$ cat config.mk
export PLATFORM = sky130hd
export DESIGN_NAME = noise_video_gen_flat
export DESIGN_NICKNAME = d
export VERILOG_FILES = /design/src/rtl/noise_video_gen_if.sv /design/src/rtl/noise_video_gen.sv /design/src/flat_wrapper.sv
export SDC_FILE = /design/constraint.sdc
export NUM_CORES = 1
export LEC_CHECK = 0
export BUFFER_PORTS_ARGS = -buffer_cell sky130_fd_sc_hd__buf_2
export CELL_PAD_IN_SITES_DETAIL_PLACEMENT = 0
export CELL_PAD_IN_SITES_GLOBAL_PLACEMENT = 2
export CORE_UTILIZATION = 35
export DETAILED_ROUTE_END_ITERATION = 8
export MAX_ROUTING_LAYER = met4
export PLACE_DENSITY_LB_ADDON = 0.1
export SLEW_MARGIN = 20
export SYNTH_ARGS = -nofsm -noshare
export SYNTH_HDL_FRONTEND = slang
export SYNTH_SLANG_ARGS = --single-unit
$ cat constraint.sdc
create_clock -name clk -period 2.7 [get_ports clk]
set_clock_uncertainty 0.15 [all_clocks]
set_input_delay 0.27 -clock clk [delete_from_list [all_inputs] [get_ports clk]]
set_output_delay 0.27 -clock clk [all_outputs]
set_load 0.01 [all_outputs]
$ cat src/rtl/noise_video_gen_if.sv
// Video timing bundle between the noise generator and the output stage.
// The generator side drives timing/luma and samples the mode inputs.
interface noise_video_gen_if;
  logic       pal;
  logic       scandouble;
  logic       ce_pix;
  logic       HBlank;
  logic       HSync;
  logic       VBlank;
  logic       VSync;
  logic [7:0] video;

  modport master (
    input  pal,
    input  scandouble,
    output ce_pix,
    output HBlank,
    output HSync,
    output VBlank,
    output VSync,
    output video
  );

  modport slave (
    output pal,
    output scandouble,
    input  ce_pix,
    input  HBlank,
    input  HSync,
    input  VBlank,
    input  VSync,
    input  video
  );
endinterface

$ cat src/rtl/noise_video_gen.sv
// Pixel clock enable, 15/31 kHz raster timing and LFSR luma noise.
// The mode (pal/scandouble) is latched at reset and at every frame start.
module noise_video_gen #(
  parameter int          H_ACTIVE  = 256,
  parameter int          H_TOTAL   = 320,
  parameter int          HS_START  = 272,
  parameter int          HS_END    = 296,
  parameter int          V_ACTIVE  = 240,
  parameter int          V_NTSC    = 262,
  parameter int          V_PAL     = 312,
  parameter int          VS_START  = 244,
  parameter int          VS_END    = 247,
  parameter logic [15:0] LFSR_SEED = 16'hACE1
) (
  input  logic              clk,
  input  logic              reset,
  noise_video_gen_if.master vid
);
  localparam logic [8:0] H_ACT_W   = 9'(H_ACTIVE);
  localparam logic [8:0] H_LAST_W  = 9'(H_TOTAL - 1);
  localparam logic [8:0] HS_BEG_W  = 9'(HS_START);
  localparam logic [8:0] HS_END_W  = 9'(HS_END);
  localparam logic [9:0] V_ACT_W   = 10'(V_ACTIVE);
  localparam logic [9:0] V_NTSC_W  = 10'(V_NTSC);
  localparam logic [9:0] V_PAL_W   = 10'(V_PAL);
  localparam logic [9:0] VS_BEG_W  = 10'(VS_START);
  localparam logic [9:0] VS_END_W  = 10'(VS_END);

  // Frame length in counter lines; doubled when every line is emitted twice.
  function automatic logic [9:0] vtot_f(input logic pal_m, input logic sd_m);
    logic [9:0] base;
    base = pal_m ? V_PAL_W : V_NTSC_W;
    return sd_m ? {base[8:0], 1'b0} : base;
  endfunction

  function automatic logic [15:0] lfsr_next_f(input logic [15:0] s);
    return {s[14:0], s[15] ^ s[13] ^ s[12] ^ s[10]};
  endfunction

  logic [1:0]  div_q, div_d;
  logic        ce_q, ce_d;
  logic [8:0]  hcnt_q, hcnt_d;
  logic [9:0]  vcnt_q, vcnt_d;
  logic        pal_l_q, pal_l_d;
  logic        sd_l_q, sd_l_d;
  logic [15:0] lfsr_q, lfsr_d;
  logic        hblank_q, hblank_d;
  logic        hsync_q, hsync_d;
  logic        vblank_q, vblank_d;
  logic        vsync_q, vsync_d;
  logic [7:0]  video_q, video_d;
  logic [1:0]  div_max;
  logic [9:0]  vline;
  logic        active;

  always_comb begin
    div_max  = sd_l_q ? 2'd1 : 2'd3;
    ce_d     = (div_q >= div_max);
    div_d    = ce_d ? 2'd0 : div_q + 2'd1;
    hcnt_d   = hcnt_q;
    vcnt_d   = vcnt_q;
    pal_l_d  = pal_l_q;
    sd_l_d   = sd_l_q;
    lfsr_d   = lfsr_q;
    hblank_d = hblank_q;
    hsync_d  = hsync_q;
    vblank_d = vblank_q;
    vsync_d  = vsync_q;
    video_d  = video_q;
    vline    = '0;
    active   = 1'b0;
    if (ce_q) begin
      hcnt_d = (hcnt_q == H_LAST_W) ? 9'd0 : hcnt_q + 9'd1;
      if (hcnt_q == H_LAST_W) begin
        if (vcnt_q == vtot_f(pal_l_q, sd_l_q) - 10'd1) begin
          vcnt_d  = 10'd0;
          pal_l_d = vid.pal;
          sd_l_d  = vid.scandouble;
        end else begin
          vcnt_d = vcnt_q + 10'd1;
        end
      end
      // At frame start vline is 0 whichever latch value is used.
      vline    = sd_l_q ? {1'b0, vcnt_d[9:1]} : vcnt_d;
      hblank_d = (hcnt_d >= H_ACT_W);
      hsync_d  = (hcnt_d >= HS_BEG_W) && (hcnt_d < HS_END_W);
      vblank_d = (vline >= V_ACT_W);
      vsync_d  = (vline >= VS_BEG_W) && (vline < VS_END_W);
      active   = !hblank_d && !vblank_d;
      video_d  = active ? lfsr_q[7:0] : 8'd0;
      if (active) begin
        lfsr_d = lfsr_next_f(lfsr_q);
      end
    end
  end

  always_ff @(posedge clk) begin
    if (reset) begin
      div_q    <= 2'd0;
      ce_q     <= 1'b0;
      hcnt_q   <= H_LAST_W;
      vcnt_q   <= vtot_f(vid.pal, vid.scandouble) - 10'd1;
      pal_l_q  <= vid.pal;
      sd_l_q   <= vid.scandouble;
      lfsr_q   <= LFSR_SEED;
      hblank_q <= 1'b1;
      hsync_q  <= 1'b0;
      vblank_q <= 1'b1;
      vsync_q  <= 1'b0;
      video_q  <= 8'd0;
    end else begin
      div_q    <= div_d;
      ce_q     <= ce_d;
      hcnt_q   <= hcnt_d;
      vcnt_q   <= vcnt_d;
      pal_l_q  <= pal_l_d;
      sd_l_q   <= sd_l_d;
      lfsr_q   <= lfsr_d;
      hblank_q <= hblank_d;
      hsync_q  <= hsync_d;
      vblank_q <= vblank_d;
      vsync_q  <= vsync_d;
      video_q  <= video_d;
    end
  end

  assign vid.ce_pix = ce_q;
  assign vid.HBlank = hblank_q;
  assign vid.HSync  = hsync_q;
  assign vid.VBlank = vblank_q;
  assign vid.VSync  = vsync_q;
  assign vid.video  = video_q;
endmodule

$ cat src/flat_wrapper.sv
// flat-port wrapper written by rule: the top's interface ports become plain ports
module noise_video_gen_flat 
#(
  parameter int          H_ACTIVE  = 256,
  parameter int          H_TOTAL   = 320,
  parameter int          HS_START  = 272,
  parameter int          HS_END    = 296,
  parameter int          V_ACTIVE  = 240,
  parameter int          V_NTSC    = 262,
  parameter int          V_PAL     = 312,
  parameter int          VS_START  = 244,
  parameter int          VS_END    = 247,
  parameter logic [15:0] LFSR_SEED = 16'hACE1
)
  (clk, reset, vid_pal, vid_scandouble, vid_ce_pix, vid_HBlank, vid_HSync, vid_VBlank, vid_VSync, vid_video);
  noise_video_gen_if vid_i ();
  input  logic clk;
  input  logic reset;
  input wire logic [$bits(vid_i.pal)-1:0] vid_pal;
  input wire logic [$bits(vid_i.scandouble)-1:0] vid_scandouble;
  output wire logic [$bits(vid_i.ce_pix)-1:0] vid_ce_pix;
  output wire logic [$bits(vid_i.HBlank)-1:0] vid_HBlank;
  output wire logic [$bits(vid_i.HSync)-1:0] vid_HSync;
  output wire logic [$bits(vid_i.VBlank)-1:0] vid_VBlank;
  output wire logic [$bits(vid_i.VSync)-1:0] vid_VSync;
  output wire logic [$bits(vid_i.video)-1:0] vid_video;
  assign vid_i.pal = vid_pal;
  assign vid_i.scandouble = vid_scandouble;
  assign vid_ce_pix = vid_i.ce_pix;
  assign vid_HBlank = vid_i.HBlank;
  assign vid_HSync = vid_i.HSync;
  assign vid_VBlank = vid_i.VBlank;
  assign vid_VSync = vid_i.VSync;
  assign vid_video = vid_i.video;
  noise_video_gen #(.H_ACTIVE(H_ACTIVE), .H_TOTAL(H_TOTAL), .HS_START(HS_START), .HS_END(HS_END), .V_ACTIVE(V_ACTIVE), .V_NTSC(V_NTSC), .V_PAL(V_PAL), .VS_START(VS_START), .VS_END(VS_END), .LFSR_SEED(LFSR_SEED)) u_core (.clk(clk), .reset(reset), .vid(vid_i));
endmodule
# Word-level counts from Yosys, hierarchy flattened
# Cells that the tools add are included.
# word_totals
register_bits	52
inputBits	4
output_inout_bits	13
word_cells	61
# op_classes
addsub	5
magnitude_cmp	7
eq_ne	2
muxes	21
bitwise_logic	3
n_reduce_logical	11
# ops
cell	count
$mux 10	8
$ge 10x8->1 const B	2
$sub 10x1->10 const B	2
$ge 9x9->1 const B	2
$mux 6	2
$add 10x1->10 const B	1
$eq 10x10->1	1
$lt 10x8->1 const B	1
$add 9x1->9 const B	1
$eq 9x9->1 const B	1
$lt 9x9->1 const B	1
$mux 9	1
$mux 1	8
$mux 8	1
$reduce_bool 2->1	3
$logic_and 1x1->1	3
$reduce_and 3->1	1
$xor 1x1->1	3
$add 2x1->2 const B	1
$ge 2x2->1	1
$logic_not 1->1	2
$mux 2	1
$reduce_and 2->1	1
$reduce_or 2->1	1

# Depth between registers and ports, before layout
# Gate-level depths: netlist of the first run.
# depth
word_depth	12
depth_mapped	10
ltp_nobuf	8

# Worst setup path after synthesis of the first run
# Ideal clock, no wire load.
# synth_path
path_kind	register -> register
from	register u_core.hcnt_q[0]
to	register u_core.video_q[3] (netlist: u_core.vid.video[3])
setup_ns	0.117
arrival_time_ns	2.415
t_required_ns	2.433
path_slack_ns	0.017
stages_incl_launch_ff	11
path_buffers	2
synth_period_minus_slack_ns	2.683
path_cell_list	dfxtp_1 > ha_1 > and2_1 > nand3_4 > or3_1 > nand2_1 > a221oi_2 > o311a_1 > buf_6 > buf_8 > a32o_1
# synth_between
elab_chain_len	8
elab_cells_between_ends	12
cone_classes	add/sub: 1; order compare: 2; eq/ne: 1; mux: 5; reduce/logical: 3
# synth_lines
item	line	source
start: declaration	noise_video_gen.sv:42	logic [8:0] hcnt_q, hcnt_d;
start signal: assignment	noise_video_gen.sv:114	hcnt_q <= hcnt_d;
branches (longest 6 deep; another with $add 9x1->9)	--	
$logic_and 1x1->1 (*)	noise_video_gen.sv:89	active = !hblank_d && !vblank_d;
$mux 8 (*)	noise_video_gen.sv:90	video_d = active ? lfsr_q[7:0] : 8'd0;
end signal: assignment	noise_video_gen.sv:123	video_q <= video_d;
end: declaration	noise_video_gen.sv:51	logic [7:0] video_q, video_d;
# Every way passes the cells marked *. The select of a mux whose other input is x is not followed.
# A chain may end at the register's enable or synchronous reset.

# Worst setup path in the final report of the first run
# layout_path
from	register u_core.sd_l_q
to	register u_core.video_q[2] (netlist: u_core.vid.video[2])
# layout_between
elab_chain_len	11
# layout_lines
item	line	source
start: declaration	noise_video_gen.sv:45	logic sd_l_q, sd_l_d;
start signal: assignment	noise_video_gen.sv:104	sd_l_q <= vid.scandouble;
start signal: assignment	noise_video_gen.sv:117	sd_l_q <= sd_l_d;
$mux 10	noise_video_gen.sv:33	return sd_m ? {base[8:0], 1'b0} : base;
$sub 10x1->10	noise_video_gen.sv:75	if (vcnt_q == vtot_f(pal_l_q, sd_l_q) - 10'd1) begin
$eq 10x10->1	noise_video_gen.sv:75	
$mux 10	noise_video_gen.sv:75	
$mux 10	noise_video_gen.sv:74	if (hcnt_q == H_LAST_W) begin
$mux 10	noise_video_gen.sv:72	if (ce_q) begin
$mux 10 (*)	noise_video_gen.sv:84	vline = sd_l_q ? {1'b0, vcnt_d[9:1]} : vcnt_d;
$ge 10x8->1 (*)	noise_video_gen.sv:87	vblank_d = (vline >= V_ACT_W);
$logic_not 1->1 (*)	noise_video_gen.sv:89	
$logic_and 1x1->1 (*)	noise_video_gen.sv:89	
$mux 8 (*)	noise_video_gen.sv:90	
# Mark *: on every way between the ends. The rest lies on a longest branch, timed or not. The select of a mux whose other input is x is not followed.

==> metrics.md, run 1 <==
| Metric | Value |
|---|---|
| Outcome | complete, no violations |
| Worst-path cell chain | buf_4 > buf_4 > nand3b_1 > a221o_1 > o31ai_2 > nand2_2 > a31oi_2 > o311a_4 > clkbuf_16 > a32o_1 |
| Vias in the first global route | around 2,200 |
| Most numerous cell on the critical path | buf_4 |
| Most common cell after layout, fill and taps aside | dfxtp_1 |
| CTS tree | done |
| Worst min-delay path class | in -> reg |
| Synth Register Bits | 52 |
| I/O pins | 17 |
| Setup tns final | 0 ns |
| Worst Path Required | 2.77 ns |
| Post-route ant nets | 0 |
| Total power | 1990 µW |
| Nets | about 360 |
| WL final | between 7 and 8 mm |
| Initial Utilization | 36.9% |
| Sink Count | between 50 and 60 |
| Overflow after GRT | 0 |
| Area growth syn-to-layout | 18.5% |
| Sequential-to-total area share from yosys stat | 40.1% |
| Final hold viol count | 0 |
| Crit path DAT | 2.70 ns |
| Slew Viols, Final | 0 |
| Starting DRT DRC Count | 126 |
| Final Hold Slack | 0.0391 ns |
| EDFF count, synth | 12 |
| Most frequent cells in the layout | 40 x dfxtp_1, 34 x nand2_1, 34 x buf_4 |
| GP Congestion | 0.800 |
| Most used DFF post-synth | dfxtp_1 |
| First-pass GRT wire length | 11.1 mm |
| DR DRC count | 0 |
| Antenna violations before repair | 0 |
| Asr flop ratio synth | 0% |
| Clock Latency Late Sink | between 0.3 and 0.4 ns |
| Total Routing Usage GR | 17.1% |
| Clk buf depth | 2 |
| Core Box Area | about 8000 µm² |
| H-tree depth | 2 |
| Crit Path Category | reg -> reg |
| DIE WIDTH | between 90 and 100 µm |
| Dpl hpwl | 4.94 mm |
| Vias/cell | 5.20 |
| Slowest cell on crit path | edfxtp_1 |
| Crit-path max FO | 12 |
| Largest net degree at the start of global routing | 25 |
| Static Leak | about 0.0013 µW |
| Share of cells above drive strength 1 | 22.4% |
| # diodes | 0 |
| DIE AREA | between 8000 and 9000 µm² |
| Root Buffer | clkbuf_8 |
| R2R Setup Slk | 0.07 ns |
| Post-Synthesis Cells | 312 |
| Max stage delay on crit path | 0.50 ns |
| VDD IR max | 0.246 mV |
| Pwr dens | 580 nW/µm² |
| Row cnt | 32 |
| Critical path capture point type | flop |
| CTS clk-pin slew, worst paths | 0.10 ns |
| Max_cap viols | 0 |
| Vias post-DR | 2,365 |
| Distinct cell type count of the synthesized netlist | just under 60 |
| Yosys warnings | 0 |
| First-pass iteration count of the detailed router | 4 |
| Drt wl/cell | 15.4 µm |
| Worst slew margin | 71.6% |
| RSZ-0062 raised after global routing | true |
| Startpoint Class | flop |
| Synth Cell Area | 2900 µm² |
| Syn Nets | 324 |
| Die height | 93.0 µm |
| Avg Inst Size Synth | 9.28 µm² |
| Worst slew pin tran | around 0.43 ns |
| Final Critical Period | roughly 2.6 ns |
| Final period util | a little over nine tenths |
| CTS buffer count | 5 |
| Fmax achieved | about 0.38 GHz |
| Final Setup Violations | 0 |
| IO buf count | 16 |
| Delay-heaviest family, CP | compound AO/OA/AOI/OAI gates |
| CP Buf/Inv Count | 3 |
## synth_stat cells, drive strengths merged, types with 6 or more instances
| cell type | number | area (µm²) |
|---|---|---|
| dfxtp | 40 | 801 |
| nand2 | 37 | 146 |
| nor2 | 32 | 128 |
| mux2i | 20 | 200 |
| a21oi | 19 | 95.1 |
| o21ai | 14 | 70.1 |
| edfxtp | 12 | 360 |
| inv | 11 | 41.3 |
| clkbuf | 10 | 37.5 |
| a32o | 9 | 90.1 |
| buf | 9 | 70.1 |
| nand3 | 9 | 57.6 |
| ha | 8 | 100 |
| xnor2 | 8 | 70.1 |
| o31ai | 7 | 52.6 |
| xor2 | 7 | 61.3 |
| and2 | 6 | 37.5 |
## final timing paths
check             cells past startpoint                                to                           from
setup / recovery                     10  u_core.vid.video[2]$_SDFFE_PP0P_        u_core.sd_l_q$_DFFE_PP_
hold / removal                        1           u_core.sd_l_q$_DFFE_PP_                 vid_scandouble
setup reg to reg                     10  u_core.vid.video[2]$_SDFFE_PP0P_        u_core.sd_l_q$_DFFE_PP_
hold reg to reg                       2     u_core.vid.HSync$_SDFFE_PP0P_  u_core.vid.HSync$_SDFFE_PP0P_
## cell families (layout without fill, tap and decap cells)
group / Yosys count / in the layout / synth area share, %
multiplexers: 20 / 20 / 6.91
adder cells (fa/ha/maj): 8 / 8 / 3.46
buffers and inverters: 30 / 71 / 5.14
AND/OR/NAND/NOR: 118 / 118 / 22.6
AO/OA/AOI/OAI: 69 / 69 / 17.2
XOR/XNOR: 15 / 15 / 4.54
flip-flops: 52 / 52 / 40.1
## power by group
part           switching (µW)  internal, µW  total [µW]  leakage [µW]
combinational             339           271         611      0.000831
clock                     281           191         472     0.0000462
sequential               58.7           851         910      0.000442
## per-stage QoR
stage                     instances  util, %  worst slack [ns]  instance area, µm²
after global placement          439     41.0            0.0908                3220
after CTS                       447     42.2            0.0641                3310
after global routing            455     43.7           -0.0230                3430
after detailed placement        439     41.0            0.0841                3220
final                           455     43.7            0.0693                3430
after floorplan                 312        -            0.0174                2900
## layer usage
| layer | track usage, % | part of all wire, % |
|---|---|---|
| met5 | - | 0 |
| met4 | 5.38 | 1.2 |
| met3 | 2.44 | 3.3 |
| met2 | 27.3 | 47 |
| met1 | 22.4 | 49 |
## final cells by class
type	count	area (µm²)
Fill cell	824	4420
Multi-Input combinational cell	230	1630
Sequential cell	52	1160
Timing Repair Buffer	52	380
Tap cell	102	128
Clock buffer	6	72.6
Inverter	11	41.3
Clock inverter	2	17.5
## state kept, by name, indices dropped and copies added (netlist names)
name and cells:
u_core.lfsr_q 16, u_core.vid.video 8, u_core.vid.ce_pix 1, u_core.vid.VBlank 1, u_core.pal_l_q 1, u_core.vid.VSync 1, u_core.vid.HBlank 1, u_core.vid.HSync 1
u_core.sd_l_q 1, u_core.hcnt_q 9, u_core.vcnt_q 10, u_core.div_q 2
## what timing repair did
| action | 4_1_cts | 5_1_grt |
|---|---|---|
| hold buffers | 0 | 0 |
| endpoints found under the setup margin | 0 | 28 |
| setup buffers | 0 | 7 |
| gates resized for setup | 0 | 6 |
## worst reg2reg max path, delay by kind of cell, from the launching register on
| kind | cells | cell delay [ns] |
|---|---|---|
| flip-flops | 1 | 0.50 |
| buffers and inverters | 3 | 0.52 |
| AO/OA/AOI/OAI | 5 | 1.07 |
| AND/OR/NAND/NOR | 2 | 0.28 |
Note: power is estimated with default switching activity, not from simulation.
==> run 2: changes to the inputs <==
--- a/config.mk
+++ b/config.mk
@@ -5,13 +5,15 @@
 export SDC_FILE = /design/constraint.sdc
 export NUM_CORES = 1
 export LEC_CHECK = 0
+export ABC_AREA = 1
 export BUFFER_PORTS_ARGS = -buffer_cell sky130_fd_sc_hd__buf_2
 export CELL_PAD_IN_SITES_DETAIL_PLACEMENT = 0
 export CELL_PAD_IN_SITES_GLOBAL_PLACEMENT = 2
-export CORE_UTILIZATION = 35
+export CORE_UTILIZATION = 32
 export DETAILED_ROUTE_END_ITERATION = 8
 export MAX_ROUTING_LAYER = met4
 export PLACE_DENSITY_LB_ADDON = 0.1
+export REMOVE_ABC_BUFFERS = 1
 export SLEW_MARGIN = 20
 export SYNTH_ARGS = -nofsm -noshare
 export SYNTH_HDL_FRONTEND = slang
==> run 2 against run 1 <==
  * First-iteration DRC count shrank 32%
  * Final area fell by 7.8%
  * Final cell count rose by 13%
  * Worst setup slack gained 0.17 ns
  * Critical path depth up 3
  * Hold slack better by 0.031 ns
  * Clock power down 9.7%
  * Sequential cell count is the same
  * Maximum frequency grew 6.9%
  * Utilization is 6.0 points lower
  * Via count grew 3.3%
  * Global-route usage fell by 0.37 points
==> metrics.md, run 2 <==
| Metric | Value |
|---|---|
| DR DRC count | 0 (unchanged) |
| I/O pins | 17 (unchanged) |
| Post-route ant nets | 0 (unchanged) |
| Die height | 96.0 µm (+3.2%) |
| Most flops, register | u_core.lfsr_q |
| Dpl hpwl | 5.00 mm (+1.1%) |
| Synth top area share | 28.3% (+0.70 points) |
| IO buf count | 16 (unchanged) |
| Total Routing Usage GR | 16.7% (-0.37 points) |
| Nets | 422 (+16%) |
| Crit Path Category | reg -> reg |
| Placed Cells | 502 (+14%) |
| VDD IR max | 0.275 mV (+12%) |
| Worst slew pin tran | 0.609 ns (+0.183 ns) |
| Starting DRT DRC Count | 86 (-32%) |
| Vias/cell | 4.75 (-8.7%) |
| Synth Cell Area | 2830 µm² (-2.5%) |
| Dominant cell type by area after synthesis | dfxtp_1 |
| Top post-synthesis cells by count | 103 x nand2_1, 47 x inv_1, 40 x dfxtp_1, 34 x nand3_1, 33 x nor2_1 |
| Max FFs per register | 16 (unchanged) |
| Outcome | complete, no violations |
| Clock Latency Late Sink | 0.30 ns (about the same) |
| Post-Synthesis Cells | 384 (+23%) |
| Critical path capture point type | flop |
| Max_cap viols | 0 (unchanged) |
| Crit path DAT | 2.50 ns (-0.20 ns) |
| Gates resized, CTS repair | 0 (unchanged) |
| Asr flop ratio synth | 0% (unchanged) |
| Vias in the first global route | 2,242 (+2.3%) |
| Slew Viols, Final | 0 (unchanged) |
| Synth Register Bits | 52 (unchanged) |
| Root Buffer | clkbuf_8 |
| First-pass GRT wire length | 11.3 mm (+1.5%) |
| Post-place setup slack | 0.292 ns (+0.208 ns) |
| Startpoint Class | flop |
| Most common cell after layout, fill and taps aside | nand2_1 |
| DIE AREA | 9210 µm² (+6.5%) |
| Area growth syn-to-layout | 12.0% |
| Worst Path Required | 2.74 ns (-0.03 ns) |
| Final Setup Violations | 0 (unchanged) |
| Final worst setup slack | 0.239 ns (+0.169 ns) |
| Worst slew margin | 59.2% (-12 points) |
| Final hold viol count | 0 (unchanged) |
| Static Leak | 0.00151 µW (+14%) |
| CTS clk-pin slew, worst paths | 0.09 ns (about the same) |
| Row cnt | 33 (+3.1%) |
| Overflow after GRT | 0 (unchanged) |
| First-pass iteration count of the detailed router | 4 (unchanged) |
| Most used DFF post-synth | dfxtp_1 |
| Antenna violations before repair | 0 (unchanged) |
| CTS tree | done |
| WL final | 6.80 mm (-3.1%) |
| Avg Inst Size Synth | 7.36 µm² (-21%) |
| EDFF count, synth | 12 (unchanged) |
| Most frequent cell after synthesis | nand2_1 |
| Worst min-delay path class | in -> reg |
| Crit-path max FO | 10 (-2) |
| H-tree depth | 2 (unchanged) |
| Yosys warnings | 0 (unchanged) |
| Regs by FF count | u_core.lfsr_q x16, u_core.vcnt_q x10, u_core.hcnt_q x9 |
| Final Critical Period | 2.46 ns (-0.169 ns) |
| Initial Utilization | 33.7% (-3.2 points) |
| # diodes | 0 (unchanged) |
| Clk buf depth | 2 (unchanged) |
| GP Congestion | 0.734 (-8.2%) |
| Final design utilization | 37.7% (-6.0 points) |
| Largest net degree at the start of global routing | 23 (-8.0%) |
| Fmax achieved | 0.406 GHz (+6.9%) |
| Largest cells by area after synthesis | dfxtp_1 28%, nand2_1 14%, edfxtp_1 13% |
| Vias post-DR | 2,444 (+3.3%) |
| Distinct cell type count of the synthesized netlist | 35 (-40%) |
| Setup tns final | 0 ns (unchanged) |
| Sequential-to-total area share from yosys stat | 41.1% (+1.0 points) |
| Most frequent cells in the layout | 103 x nand2_1, 47 x inv_1, 40 x dfxtp_1 |
| CTS buffer count | 5 (unchanged) |
| RSZ-0062 raised after global routing | false |
| Pwr dens | 713 nW/µm² (+23%) |
| Fin cells | 515 (+13%) |
| Final period util | 91.2% (-6.3 points) |
| Share of cells above drive strength 1 | 13.4% (-9.0 points) |
| DIE WIDTH | 96.0 µm (+3.2%) |
| Sink Count | 52 (unchanged) |
| Drt wl/cell | 13.2 µm (-14%) |
| Core Box Area | 8380 µm² (+6.8%) |
==> run 2: worst max-delay path: stages (launching register included) <==
cell     delay [ns]
dfxtp_1        0.41
ha_1           0.30
nand3_4        0.13
nor2_4         0.21
buf_2          0.21
nand3_1        0.08
nand2_1        0.09
inv_2          0.04
nand3_1        0.05
nand2_1        0.07
inv_2          0.18
nand3_2        0.25
nand2_1        0.11
nand3_1        0.07
==> run 2: power by group <==
part           total [µW]  switching [µW]  leakage, µW  internal, µW
combinational         844             540      0.00102           304
sequential            986            88.8     0.000443           897
clock                 426             249    0.0000443           177
total                2260             878      0.00151          1380
==> run 2: cell type report <==
type                            instances  area [µm²]
Clock buffer                            5        68.8
Clock inverter                          2        11.3
Multi-Input combinational cell        266        1400
Tap cell                              105         131
Inverter                               55         206
Fill cell                             906        5220
Timing Repair Buffer                   30         183
Sequential cell                        52        1160
==> run 2: metrics by stage <==
step	hold slack [ns]	total power, µW	instance area [µm²]
after floorplan	0.192	1550	2760
after global placement	0.283	1810	3040
after detailed placement	0.285	1790	3040
after CTS	0.0610	2230	3120
after global routing	0.0600	2440	3160
final	0.0702	2260	3160
==> run 2: path summary, 6_finish.rpt <==
| check | from | end | slack, ns | cells after the start |
|---|---|---|---|---|
| min reg2reg | u_core.vid.video[1]$_SDFFE_PP0P_ | u_core.vid.video[1]$_SDFFE_PP0P_ | 0.30 | 2 |
| max | u_core.hcnt_q[0]$_SDFFE_PP1P_ | u_core.lfsr_q[13]$_SDFFE_PP1P_ | 0.24 | 13 |
| min | vid_pal | u_core.pal_l_q$_DFFE_PP_ | 0.07 | 1 |
| max reg2reg | u_core.hcnt_q[0]$_SDFFE_PP1P_ | u_core.lfsr_q[13]$_SDFFE_PP1P_ | 0.24 | 13 |
==> run 2: timing repair <==
| action | 4_1_cts | 5_1_grt |
|---|---|---|
| hold buffers | 0 | 0 |
| buffers inserted | 0 | 5 |
| setup endpoints to repair | 0 | 2 |
==> run 2: kinds of logic (layout without fill, tap and decap cells) <==
kind of cell	after synthesis	in the layout	share of synthesized area, %
flip-flops	52	52	41.1
XOR/XNOR	11	11	3.41
buffers and inverters	67	92	9.65
adder cells (fa/ha/maj)	8	8	3.54
AO/OA/AOI/OAI	42	42	8.41
AND/OR/NAND/NOR	204	205	33.9
==> run 2: routing by layer <==
layer / share of wire, % / global-route usage, % / up-vias
li1: - / - / 1300
met1: 50 / 22.5 / 1107
met2: 46 / 25.8 / 31
met3: 2.2 / 2.37 / 6
met4: 1.4 / 5.60 / 0
met5: 0 / - / -
